==> src/rtl/pool_2.sv <==
// pool_2: 2x2 stride-2 signed max pooling of conv2 results held in the shared result BRAM.
// Reads IN_SIZE x IN_SIZE maps at SRC_BASE, writes OUT_SIZE x OUT_SIZE maps at DST_BASE.
module pool_2 #(
   parameter int unsigned CHANNELS  = 50,
   parameter int unsigned IN_SIZE   = 8,
   parameter int unsigned OUT_SIZE  = 4,
   parameter int unsigned DATA_SIZE = 8,
   parameter int unsigned SRC_BASE  = 14400,
   parameter int unsigned DST_BASE  = 17600,
   parameter int unsigned RD_LAT    = 3
) (
   input  logic                 clk,
   input  logic                 rst,
   input  logic                 pool_2_en,
   input  logic [DATA_SIZE-1:0] result_bram_douta,
   output logic                 result_bram_ena,
   output logic                 result_bram_wea,
   output logic [14:0]          result_bram_addra,
   output logic [DATA_SIZE-1:0] result_bram_dina,
   output logic                 pool_2_finish
);

   localparam int unsigned ADDR_W   = 15;
   localparam int unsigned CH_W     = $clog2(CHANNELS + 1);
   localparam int unsigned POS_W    = (OUT_SIZE > 1) ? $clog2(OUT_SIZE) : 1;
   localparam int unsigned CIR_W    = $clog2(RD_LAT + 1);
   localparam int unsigned K_W      = 2;
   localparam int unsigned IN_AREA  = IN_SIZE * IN_SIZE;
   localparam int unsigned OUT_AREA = OUT_SIZE * OUT_SIZE;

   typedef enum logic [2:0] {
      S_IDLE,
      S_CHECK,
      S_LOAD,
      S_STORE,
      S_DONE
   } state_t;

   state_t               state_q,   state_d;
   logic [CH_W-1:0]      channel_q, channel_d;
   logic [POS_W-1:0]     row_q,     row_d;
   logic [POS_W-1:0]     col_q,     col_d;
   logic [K_W-1:0]       k_q,       k_d;
   logic [CIR_W-1:0]     circle_q,  circle_d;
   logic [DATA_SIZE-1:0] max_q,     max_d;
   logic                 ena_q,     ena_d;
   logic                 wea_q,     wea_d;
   logic [ADDR_W-1:0]    addra_q,   addra_d;
   logic [DATA_SIZE-1:0] dina_q,    dina_d;
   logic                 finish_q,  finish_d;

   logic [ADDR_W-1:0]    src_addr_c;
   logic [ADDR_W-1:0]    dst_addr_c;

   // Window element k selects row offset k[1] and column offset k[0].
   assign src_addr_c = ADDR_W'(SRC_BASE)
                     + ADDR_W'(channel_q) * ADDR_W'(IN_AREA)
                     + ADDR_W'({row_q, k_q[1]}) * ADDR_W'(IN_SIZE)
                     + ADDR_W'({col_q, k_q[0]});

   assign dst_addr_c = ADDR_W'(DST_BASE)
                     + ADDR_W'(channel_q) * ADDR_W'(OUT_AREA)
                     + ADDR_W'(row_q) * ADDR_W'(OUT_SIZE)
                     + ADDR_W'(col_q);

   always_ff @(posedge clk or negedge rst) begin
      if (!rst) begin
         state_q   <= S_IDLE;
         channel_q <= '0;
         row_q     <= '0;
         col_q     <= '0;
         k_q       <= '0;
         circle_q  <= '0;
         max_q     <= '0;
         ena_q     <= 1'b0;
         wea_q     <= 1'b0;
         addra_q   <= '0;
         dina_q    <= '0;
         finish_q  <= 1'b0;
      end else begin
         state_q   <= state_d;
         channel_q <= channel_d;
         row_q     <= row_d;
         col_q     <= col_d;
         k_q       <= k_d;
         circle_q  <= circle_d;
         max_q     <= max_d;
         ena_q     <= ena_d;
         wea_q     <= wea_d;
         addra_q   <= addra_d;
         dina_q    <= dina_d;
         finish_q  <= finish_d;
      end
   end

   // Everything holds while en is low, except DONE which uses en=0 to return to IDLE.
   always_comb begin
      state_d   = state_q;
      channel_d = channel_q;
      row_d     = row_q;
      col_d     = col_q;
      k_d       = k_q;
      circle_d  = circle_q;
      max_d     = max_q;
      ena_d     = ena_q;
      wea_d     = wea_q;
      addra_d   = addra_q;
      dina_d    = dina_q;
      finish_d  = finish_q;

      if (state_q == S_DONE) begin
         if (!pool_2_en) begin
            finish_d = 1'b0;
            state_d  = S_IDLE;
         end
      end else if (pool_2_en) begin
         unique case (state_q)
            S_IDLE: begin
               channel_d = '0;
               row_d     = '0;
               col_d     = '0;
               k_d       = '0;
               circle_d  = '0;
               max_d     = '0;
               finish_d  = 1'b0;
               state_d   = S_CHECK;
            end
            S_CHECK: begin
               if (channel_q == CH_W'(CHANNELS)) begin
                  ena_d    = 1'b0;
                  wea_d    = 1'b0;
                  finish_d = 1'b1;
                  state_d  = S_DONE;
               end else begin
                  k_d      = '0;
                  circle_d = '0;
                  state_d  = S_LOAD;
               end
            end
            S_LOAD: begin
               if (circle_q == '0) begin
                  ena_d    = 1'b1;
                  wea_d    = 1'b0;
                  addra_d  = src_addr_c;
                  circle_d = circle_q + 1'b1;
               end else if (circle_q == CIR_W'(RD_LAT)) begin
                  // Strict compare keeps the held max on ties.
                  if (k_q == '0 || $signed(result_bram_douta) > $signed(max_q)) begin
                     max_d = result_bram_douta;
                  end
                  k_d      = k_q + 1'b1;
                  circle_d = '0;
                  if (k_q == K_W'(3)) begin
                     ena_d   = 1'b0;
                     state_d = S_STORE;
                  end
               end else begin
                  circle_d = circle_q + 1'b1;
               end
            end
            S_STORE: begin
               if (circle_q == '0) begin
                  ena_d    = 1'b1;
                  wea_d    = 1'b1;
                  addra_d  = dst_addr_c;
                  dina_d   = max_q;
                  circle_d = circle_q + 1'b1;
               end else if (circle_q == CIR_W'(RD_LAT)) begin
                  ena_d    = 1'b0;
                  wea_d    = 1'b0;
                  circle_d = '0;
                  state_d  = S_CHECK;
                  if (col_q == POS_W'(OUT_SIZE - 1)) begin
                     col_d = '0;
                     if (row_q == POS_W'(OUT_SIZE - 1)) begin
                        row_d     = '0;
                        channel_d = channel_q + 1'b1;
                     end else begin
                        row_d = row_q + 1'b1;
                     end
                  end else begin
                     col_d = col_q + 1'b1;
                  end
               end else begin
                  circle_d = circle_q + 1'b1;
               end
            end
            default: state_d = S_IDLE;
         endcase
      end
   end

   assign result_bram_ena   = ena_q;
   assign result_bram_wea   = wea_q;
   assign result_bram_addra = addra_q;
   assign result_bram_dina  = dina_q;
   assign pool_2_finish     = finish_q;

endmodule

==> config.mk <==
export PLATFORM = sky130hd
export DESIGN_NAME = pool_2
export DESIGN_NICKNAME = d
export VERILOG_FILES = /design/src/rtl/pool_2.sv
export SDC_FILE = /design/constraint.sdc
export NUM_CORES = 1
export LEC_CHECK = 0
export CORE_MARGIN = 2
export CORE_UTILIZATION = 30
export DETAILED_ROUTE_END_ITERATION = 6
export HOLD_SLACK_MARGIN = 0.12
export SYNTH_ARGS = -nofsm -noshare
export SYNTH_HDL_FRONTEND = slang
export SYNTH_SLANG_ARGS = --single-unit
==> constraint.sdc <==
create_clock -name clk -period 1.8 [get_ports clk]
set_input_delay 0.36 -clock clk [delete_from_list [all_inputs] [get_ports clk]]
set_output_delay 0.36 -clock clk [all_outputs]
set_load 0.01 [all_outputs]
* Word level (Yosys, flattened, before mapping)
Cells that the tools add are included.
** Word-level totals
- Flip-flop bits (word level) :: 51
- Bits of input ports :: 11
- Output and inout bits :: 26
- Logic and storage cells :: 132
** Cells by class
- Add/subtract/negate cells :: 11
- Order comparisons :: 1
- Eq/ne operators :: 30
- Mux-type cells :: 52
- Bitwise gates (word level) :: 1
- Reduce and logical (&&, ||, !) cells :: 25
** Operators with widths (count)
- two-way mux 15 bit :: 2
- one-hot mux 15 bit (2 select lines) :: 1
- two-way mux 3 bit :: 9
- inequality test 3 bit (second input constant) :: 9
- two-way mux 2 bit :: 12
- two-way mux 6 bit :: 4
- two-way mux 8 bit :: 3
- inequality test 2 bit (second input constant) :: 12
- AND reduction 6 bit :: 4
- AND reduction 7 bit :: 3
- one-hot mux 8 bit (2 select lines) :: 1
- adder 14 x 12 -> 15 bit (first input constant) :: 1
- adder 15 x 10 -> 15 bit (first input constant) :: 1
- adder 15 x 2 -> 15 bit :: 1
- adder 15 x 3 -> 15 bit :: 1
- adder 15 x 4 -> 15 bit :: 1
- adder 15 x 6 -> 15 bit :: 1
- one-hot mux 2 bit (3 select lines) :: 2
- one-hot mux 3 bit (4 select lines) :: 1
- one-hot mux 6 bit (2 select lines) :: 1
- AND reduction 4 bit :: 3
- nonzero test 3 bit :: 4
- two-way mux 1 bit :: 11
- AND reduction 5 bit :: 2
- other kinds (17) :: 30

* Longest topological paths before layout
Gate-level depths: netlist of run 1.
- Word-level depth :: 7
- Depth in mapped cells :: 8
- Mapped depth without buffers :: 7

* Least setup slack after synthesis of run 1
Ideal clock, no wire load.
- Path kind :: flip-flop to flip-flop
- Start :: register state_q[0]
- End :: register max_q[0]
- Setup time :: 0.121 ns
- Arrival :: 1.753 ns
- Required time :: 1.679 ns
- Slack :: -0.074 ns
- Stages on the path, launching flop included :: 9
- Path buffers :: 1
- Clock period less this slack :: 1.874 ns
- Cell sequence :: dfrtp_1 > buf_2 > nor2_1 > nand2_1 > ha_1 > nand2_1 > a211oi_1 > o31ai_4 > a22o_1
** Between the ends
- Word-level cells in the longest chain between the ends :: 3
- Elaborated cells on any way between the ends :: 10
- Those cells by class :: eq/ne: 5; mux: 1; bitwise: 1; reduce/logical: 3
** RTL lines
- start: declaration :: RTL line 39 : state_t state_q, state_d;
- start signal: assignment :: RTL line 81 : state_q <= state_d;
- == test 3 x 2 -> 1 bit, or another cell as far along :: RTL line 117 : unique case (state_q)
- inequality test 2 bit (no source line), or another cell as far along
- AND reduction 6 bit (no source line)
- end signal: assignment :: RTL line 87 : max_q <= max_d;
- end: declaration :: RTL line 45 : logic [DATA_SIZE-1:0] max_q, max_d;
Several ways; a longest one is shown, not always the timed one.
A chain may end at the register's enable or synchronous reset.

* Final worst setup path of run 1
- Start :: input port result_bram_douta[3]
- End :: register max_q[2]
** Between the ends
- Word-level cells in the longest chain between the ends :: 4
** RTL lines
- start: declaration :: RTL line 15 : input logic [DATA_SIZE-1:0] result_bram_douta,
- greater-than comparator 8 bit :: RTL line 148 : if (k_q == '0 || $signed(result_bram_douta) > $signed(max_q)) begin
- logical OR 1 bit :: RTL line 148
- inequality test 2 bit (no source line)
- AND reduction 6 bit (no source line)
Every way passes these cells.

==> run_results.csv, run 1 <==
group,metric,value,unit
logic_synthesis,synth_edf_count,0,
global_route,grt.overflow.total,0,
placement,place_inst,471,
detailed_routing,drc,0,
sta,tightestPinTransition,0.3568,ns
detailed_routing,routed_wl,6747,µm
logic_synthesis,yosysUniqueCellTypes,41,
logic_synthesis,syn_area_per_cell,9.493,µm²
detailed_routing,routed_via_density,4.877,
clock_tree,cts_made_buffers,5,
sta,slew_violations,0,
floorplan,die_area,10060,µm²
floorplan,start_util,30.54,%
sta,setup_violations,9,
detailed_routing,highest_layer,"met4",
worst_hold_path,hold_class,"in2reg",
power,peakVddDrop,0.3321,mV
power,p_sw_share,36.35,%
sta,period_share,107.5,%
final_layout,n_fill_cell,897,
logic_synthesis,ys_ff_latch,51,
detailed_routing,routed-via-count,2414,
global_route,grt_first_pass_wirelength,11390,µm
sta,finalClockSkew,0.01090,ns
placement,dpl.hpwl,4671,µm
detailed_routing,met1Wirelength,3238,µm
logic_synthesis,async_flop_share,100.0,%
placement,dpl-instance-area,3565,µm²
detailed_routing,drt_iter0_drc,68,
power,switching_power,1.496,mW
logic_synthesis,synth_nets,326,
detailed_routing,postRouteAntennaNets,0,
power,power.density,1045,nW/µm²
placement,gp_congestion,0.8318,
power,p_int,2.620,mW
final_layout,final_cells,495,
clock_tree,clock-root-buffer,"clkbuf_8",
clock_tree,htreeDepth,2,
sta,rsz0062_at_grt,"true",
logic_synthesis,syn_area,2781,µm²
detailed_routing,route.met3.wl,163,µm
sta,hold_viol_final,0,
final_layout,multi_input_area,1523,µm²
global_route,grt_pass1_vias,2402,
final_layout,ff_latch_area,1279,µm²
clock_tree,clock-sinks,51,
sta,timing.final.ws_setup,-0.1354,ns
global_route,antenna_found_initial,0,
detailed_routing,wl_met2,3255,µm
logic_synthesis,synth-warning-count,0,
final_layout,layout_commonest_cell,"buf_4",
critical_path,cp-end-kind,"flip-flop",
sta,fmax,516.7,MHz
final_layout,layout_common_cells,"52 x buf_4, 49 x dfrtp_1, 35 x nand2_1",
critical_path,reg2reg_depth,9,
final_layout,fin_area,3940,µm²
final_layout,antenna_cells,0,
run_status,status,"complete, but fails checks",
floorplan,ioPinCount,37,
power,p_total,4.116,mW
power,combPwrFrac,47.3,%
power,leakage,1.769,nW
critical_path,critical_path_class,"in2reg",
global_route,grt_max_degree,52,
clock_tree,cts_tree,"yes",
clock_tree,cts_max_path_buffers,2,
critical_path,path_max_fanout,8,
sta,period_needed,1.935,ns
final_layout,drive_gt1_share,27.08,%
job,cap_violations,0,
logic_synthesis,synthFlopType,"dfrtp_1",
critical_path,critical_path_required,2.05,ns
sta,relSlewSlack,76.14,%
power,pwr-share-seq,35.3,%
critical_path,startpoint_type,"input port",
global_route,grtUsageTotal,13.96,%
run_status,violations,"negative setup slack",
detailed_routing,avgRoutedWirePerCell,13.63,µm
final_layout,syn_to_final_growth,41.66,%
sta,hold_ws,0.4258,ns
clock_tree,clk_latency,0.31,ns
critical_path,r2r_slack,-0.13,ns
placement,port_buffers,36,
floorplan,core,9109,µm²
logic_synthesis,syn_inst,293,
detailed_routing,first_pass_iters,4,
floorplan,die_h,100.3,µm
worst_hold_path,hold-path-cell-count,2,
power,pwr-share-clk,17.4,%
clock_tree,path_clk_slew,0.10,ns
critical_path,critPathArrivalTime,2.18,ns
final_layout,layout.nets,416,
logic_synthesis,ys_seq_area_share,45.88,%
floorplan,die-width,100.3,µm
floorplan,rows,35,
[synth_stat cells, types with 5 or more instances]
| cell type | n | share of area, % |
|---|---|---|
| buf_2 | 6 | 1.1 |
| a21oi_1 | 14 | 2.5 |
| nor2_1 | 17 | 2.3 |
| inv_1 | 23 | 3.1 |
| a22o_1 | 10 | 3.1 |
| clkbuf_1 | 5 | 0.67 |
| nand2_1 | 37 | 5.0 |
| o21ai_0 | 34 | 6.1 |
| nand2b_1 | 6 | 1.3 |
| nand3_1 | 7 | 1.3 |
| dfrtp_1 | 51 | 46 |
| ha_1 | 22 | 9.9 |
| o31ai_1 | 6 | 1.6 |
[per-layer routing]
layer / GRT usage, % / vias up
li1: - / 1208
met5: 0 / -
met3: 2.228 / 9
met2: 22.46 / 33
met1: 19.25 / 1164
met4: 4.531 / 0
[power by group through the flow]
stage | Combinational (mW) | Clock (mW) | Sequential, mW
3_5_place_dp | 1.62 | 0 | 1.47
5_1_grt | 2.14 | 0.796 | 1.48
3_3_place_gp | 1.60 | 0 | 1.46
2_1_floorplan | 0.842 | 0 | 1.51
4_1_cts | 1.78 | 0.741 | 1.45
6_report | 1.95 | 0.716 | 1.45
[kinds of logic (layout without fill, tap and decap cells)]
| group | count (synthesis) | after routing | share of synthesized area, % |
|---|---|---|---|
| simple gates | 90 | 90 | 15.25 |
| compound gates | 83 | 84 | 19.66 |
| flops | 51 | 51 | 45.88 |
| buf+inv | 35 | 125 | 4.993 |
| fa+ha+maj | 22 | 22 | 9.896 |
| mux | 8 | 8 | 3.059 |
| xor+xnor | 4 | 4 | 1.259 |
[registers in the layout, summed over array words and instances (netlist names), 2 cells and up]
register	flops
row_q	2
channel_q	6
col_q	2
k_q	2
circle_q	2
state_q	3
max_q	8
result_bram_addra	15
result_bram_dina	8
[through the flow]
stage / utilization, % / setup WS, ns / TNS [ns]
after floorplan: - / 0.008864 / 0
after global placement: 39.13 / -0.5466 / -6.693
after detailed placement: 39.13 / -0.6179 / -7.017
after CTS: 41.54 / -0.1232 / -0.9385
after global routing: 43.26 / -0.2320 / -2.082
final: 43.26 / -0.1354 / -1.057
[worst max-delay path: stages]
cell and delay [ns]:
clkdlybuf4s50_1 0.43, ha_1 0.31, nand2_1 0.08, o32a_1 0.34, o31a_1 0.14, o31ai_4 0.23
buf_6 0.16, a22o_1 0.13
[repair_timing]
| action | CTS | global route |
|---|---|---|
| pin swaps | 11 | 19 |
| hold buffers | 1 | 0 |
| cloned | 1 | 0 |
| endpoints found under the setup margin | 15 | 36 |
| setup buffers | 6 | 8 |
| gates resized for setup | 23 | 24 |
| hold endpoints to repair | 51 | 0 |
[final timing paths]
path,from,end
setup / recovery,result_bram_douta[3],max_q[2]
max in group asynchronous,rst,state_q[2]
hold / removal,result_bram_douta[4],max_q[4]
hold reg to reg,result_bram_addra[2],result_bram_addra[2]
min in group asynchronous,rst,max_q[1]
setup reg to reg,max_q[7],max_q[2]
[final cells by class]
type / count / share of cell area, %
clock buffer: 6 / 2.096
clock inverter: 2 / 0.4128
inverter: 23 / 2.191
multi-input combinational: 208 / 38.65
sequential: 51 / 32.45
tap: 111 / 3.525
timing repair buffer: 94 / 20.67
Power figures use the tool's default switching activity.
==> run 2, diff against run 1 <==
- CORE_MARGIN: 2 -> 10
==> run 2 against run 1 <==
The run still ends with negative setup slack left. Critical path type is now reg2reg. Clock power grew 9.8%. Total power shrank 1.2%. Design area grew 0.51%. Fmax grew 4.3%. Cell count shrank 0.81%. Highest routed layer unchanged.
==> run_results.csv, run 2 (synthesized netlist as in run 1, its figures left out) <==
group,metric,value,unit
run_status,status,"complete, but fails checks",
run_status,violations,"negative setup slack",
power,peakVddDrop,0.3618,mV
floorplan,die_area,13520,µm²
sta,fmax,539.0,MHz
sta,hold_ws,0.4536,ns
final_layout,multi_input_area,1556,µm²
final_layout,layout.nets,413,
power,combPwrFrac,45.4,%
sta,tns,-0.3816,ns
detailed_routing,avgRoutedWirePerCell,13.85,µm
sta,timing.final.ws_setup,-0.05537,ns
final_layout,largest_register_ff_count,15,
sta,slew_violations,0,
clock_tree,clock-root-buffer,"clkbuf_8",
critical_path,startpoint,"max_q[5]",
power,leakage,1.773,nW
global_route,grt_first_pass_wirelength,11010,µm
sta,relSlewSlack,67.63,%
sta,hold_viol_final,0,
clock_tree,clk_latency,0.30,ns
floorplan,start_util,30.39,%
critical_path,cp-end-kind,"flip-flop",
clock_tree,htreeDepth,2,
power,p_sw_share,35.20,%
placement,place_inst,474,
critical_path,timing.rr.start,"max_q[5]",
placement,port_buffers,36,
critical_path,path_max_fanout,5,
floorplan,die_h,116.3,µm
final_layout,final_cells,491,
detailed_routing,routed_via_density,4.770,
detailed_routing,first_pass_iters,4,
sta,finalClockSkew,0.01248,ns
placement,place_ws,-0.5570,ns
critical_path,critPathArrivalTime,2.11,ns
power,pwr-share-clk,19.3,%
job,cap_violations,0,
critical_path,cp_slowest_stage_delay,0.40,ns
worst_hold_path,hold_class,"in2reg",
placement,dpl.hpwl,4996,µm
global_route,grt.overflow.total,0,
power,switching_power,1.432,mW
power,power.density,1027,nW/µm²
global_route,grtUsageTotal,9.891,%
critical_path,startpoint_type,"flip-flop",
final_layout,fin_area,3960,µm²
detailed_routing,drc,0,
sta,rsz0062_at_grt,"true",
clock_tree,cts_max_path_buffers,2,
placement,gp_congestion,0.8673,
floorplan,die-width,116.3,µm
detailed_routing,routed-via-count,2342,
critical_path,cp_cell_sequence,"inv_2 > ha_4 > nand4_1 > o211ai_1 > o31a_1 > o31ai_4 > buf_6 > a22o_1",
power,p_total,4.068,mW
detailed_routing,drt_iter0_drc,118,
clock_tree,clock-sinks,51,
sta,period_needed,1.855,ns
final_layout,drive_gt1_share,26.84,%
clock_tree,cts_tree,"yes",
floorplan,core,9153,µm²
placement,dpl-instance-area,3587,µm²
power,p_int,2.636,mW
sta,period_share,103.1,%
detailed_routing,postRouteAntennaNets,0,
floorplan,ioPinCount,37,
final_layout,n_fill_cell,853,
final_layout,antenna_cells,0,
power,pwr-share-seq,35.3,%
global_route,grt_pass1_vias,2315,
sta,setup_violations,9,
floorplan,rows,35,
final_layout,utilization,43.27,%
final_layout,ff_latch_area,1276,µm²
clock_tree,cts_made_buffers,5,
final_layout,syn_to_final_growth,42.38,%
sta,tightestPinTransition,0.4856,ns
global_route,antenna_found_initial,0,
final_layout,layout_commonest_cell,"dfrtp_1",
worst_hold_path,min-delay-start,"result_bram_douta[2]",
detailed_routing,routed_wl,6800,µm
critical_path,critical_path_class,"reg2reg",
clock_tree,path_clk_slew,0.10,ns
final_layout,layout_common_cells,"51 x dfrtp_1, 50 x buf_4, 35 x nand2_1",
critical_path,cpMaxStageDelayCell,"dfrtp_1",
critical_path,critical_path_required,2.05,ns
global_route,grt_max_degree,34,
[run 2: final cells by class]
cell class                 count  area share [%]
tap                          111           3.507
timing repair buffer          92           20.09
sequential                    51           32.23
multi-input combinational    207           39.30
clock buffer                   5           1.738
clock inverter                 2          0.9479
inverter                      23           2.180
[run 2: path summary, 6_finish.rpt]
check	endpoint	depth (start not counted)	slack (ns)
worst max register to register	max_q[5]	8	-0.06
worst min register to register	result_bram_addra[1]	2	0.48
max in group asynchronous	result_bram_addra[2]	3	0.71
min in group asynchronous	state_q[1]	2	0.55
worst min-delay path	max_q[2]	2	0.45
worst max-delay path	max_q[5]	8	-0.06
[run 2: worst max-delay path: cells and delay by family (launching register included)]
kind            cells  cell delay (ns)
compound gates      4             0.82
fa+ha+maj           1             0.20
buf+inv             2             0.24
flops               1             0.40
simple gates        1             0.14
[run 2: power groups by stage]
stage | Combinational [mW] | Clock (mW) | Sequential (mW)
floorplan | 0.842 | 0 | 1.51
global placement | 1.65 | 0 | 1.44
detailed placement | 1.65 | 0 | 1.45
CTS | 1.68 | 0.817 | 1.43
global route | 2.04 | 0.856 | 1.46
finish | 1.85 | 0.786 | 1.44
[run 2: timing repair]
action | CTS | global route
gates resized for setup | 18 | 38
endpoints found under the setup margin | 9 | 22
buffers inserted | 2 | 7
pin swaps | 18 | 13
hold buffers | 1 | 0
hold endpoints to repair | 18 | 0
[run 2: metal layers]
layer	share of wire (%)	GRT usage (%)	vias up
li1	-	-	1203
met1	47	12.98	1106
met2	49	16.10	29
met3	3.5	1.849	4
met4	1.0	3.003	0
met5	0	0	-
==> RTL change, RTL diff (settings of run 1) <==
`dina_q` no longer has a reset.
--- a/src/rtl/pool_2.sv
+++ b/src/rtl/pool_2.sv
@@ -75,7 +75,6 @@
          ena_q     <= 1'b0;
          wea_q     <= 1'b0;
          addra_q   <= '0;
-         dina_q    <= '0;
          finish_q  <= 1'b0;
       end else begin
          state_q   <= state_d;
@@ -88,9 +87,12 @@
          ena_q     <= ena_d;
          wea_q     <= wea_d;
          addra_q   <= addra_d;
-         dina_q    <= dina_d;
          finish_q  <= finish_d;
       end
+   end
+
+   always_ff @(posedge clk) begin
+      dina_q <= dina_d;
    end
 
    // Everything holds while en is low, except DONE which uses en=0 to return to IDLE.
Check against the original RTL: same outputs for any inputs over 10 cycles, from zero or initial values and one cycle with rst low; that may be too few to reach the edited logic, so the function may still have changed.
==> RTL change against run 1 <==
  * Core utilization fell by 1.3 points
  * Largest cell class unchanged
  * Via count decreased by 4.0%
  * Sequential power up 23%
  * Global-route usage decreased by 0.60 points
  * Largest power group unchanged
  * Design area shrank 2.0%
  * The flow still finishes with violations (negative setup slack)
  * Worst setup slack better by 130 ps
  * Area after synthesis up 1.8%
  * Fmax rose by 7.4%
  * Sequential cell count unchanged
  * Routed wire length fell by 4.6%
  * Critical path type is now reg2reg
  * Total power grew 34%
==> RTL change: results (changes against run 1) <==
fraction of layout cells with a size suffix above 1=21.94% (was 27.08%); CP peak stage delay=410 ps (was 430 ps); first-pass GRT wire length=10900 um (was 11390 um); status=finished with violations (unchanged); WHS Endpoint=max_q[6] (was max_q[4]); worst reg2reg path startpoint=max_q[1] (was max_q[7]); met1 WL=3139 um (was 3238 um); clock-cell share of area=3.436% (was 2.509%); Mapped Nets=317 (was 326); fin nets=392 (was 416); via count=2318 (was 2414); final setup fails=2 (was 9); reg2reg end=max_q[0] (was max_q[2]); DP Worst Slack=-568.3 ps (was -617.9 ps); Max stage delay cell, worst path=dfrtp_1 (was clkdlybuf4s50_1); fraction of area in multi-input gates=37.21% (was 38.65%); GR Layer Usage met2=20.89% (was 22.46%); fin worst setup slack=-1.266 ps (was -135.4 ps); FFs w/ async S/R, synth=84.31% (was 100.0%); hold_sp=result_bram_douta[6] (was result_bram_douta[4]); worst-margin pin slew=544.0 ps (was 356.8 ps); nonclk inv count=25 (was 23); met3 GRT Util=2.484% (was 2.228%); failing checks=negative setup slack (unchanged); count of multi-input gates=195 (was 208); EDFF count, synth=8 (was 0); Buffers excl. clock=81 (was 94)
## RTL change: cell families after synthesis
kind of cell | share of synthesized area [%]
multiplexers | 2.210
AND/OR/NAND/NOR | 15.30
AO/OA/AOI/OAI | 18.66
XOR/XNOR | 1.238
adder cells (fa/ha/maj) | 9.726
flip-flops | 46.51
buffers and inverters | 6.366
## RTL change: metrics by stage
stage / utilization (%) / area [um^2] / instances / power [mW] / setup TNS, ps
after CTS: 41.14 / 3784 / 469 / 5.455 / -262.2
after floorplan: - / 2841 / 284 / 3.310 / 0
after global routing: 41.97 / 3860 / 471 / 5.940 / -481.9
after detailed placement: 39.12 / 3597 / 458 / 4.420 / -8356
after global placement: 39.12 / 3597 / 458 / 4.363 / -7092
final: 41.97 / 3860 / 471 / 5.514 / -1.826
## RTL change: repair_timing
item,CTS,global route
hold buffers,1,0
setup endpoints to repair,8,18
resized for setup,12,11
buffers inserted,3,2
hold endpoints to repair,20,0
pin swaps,11,13
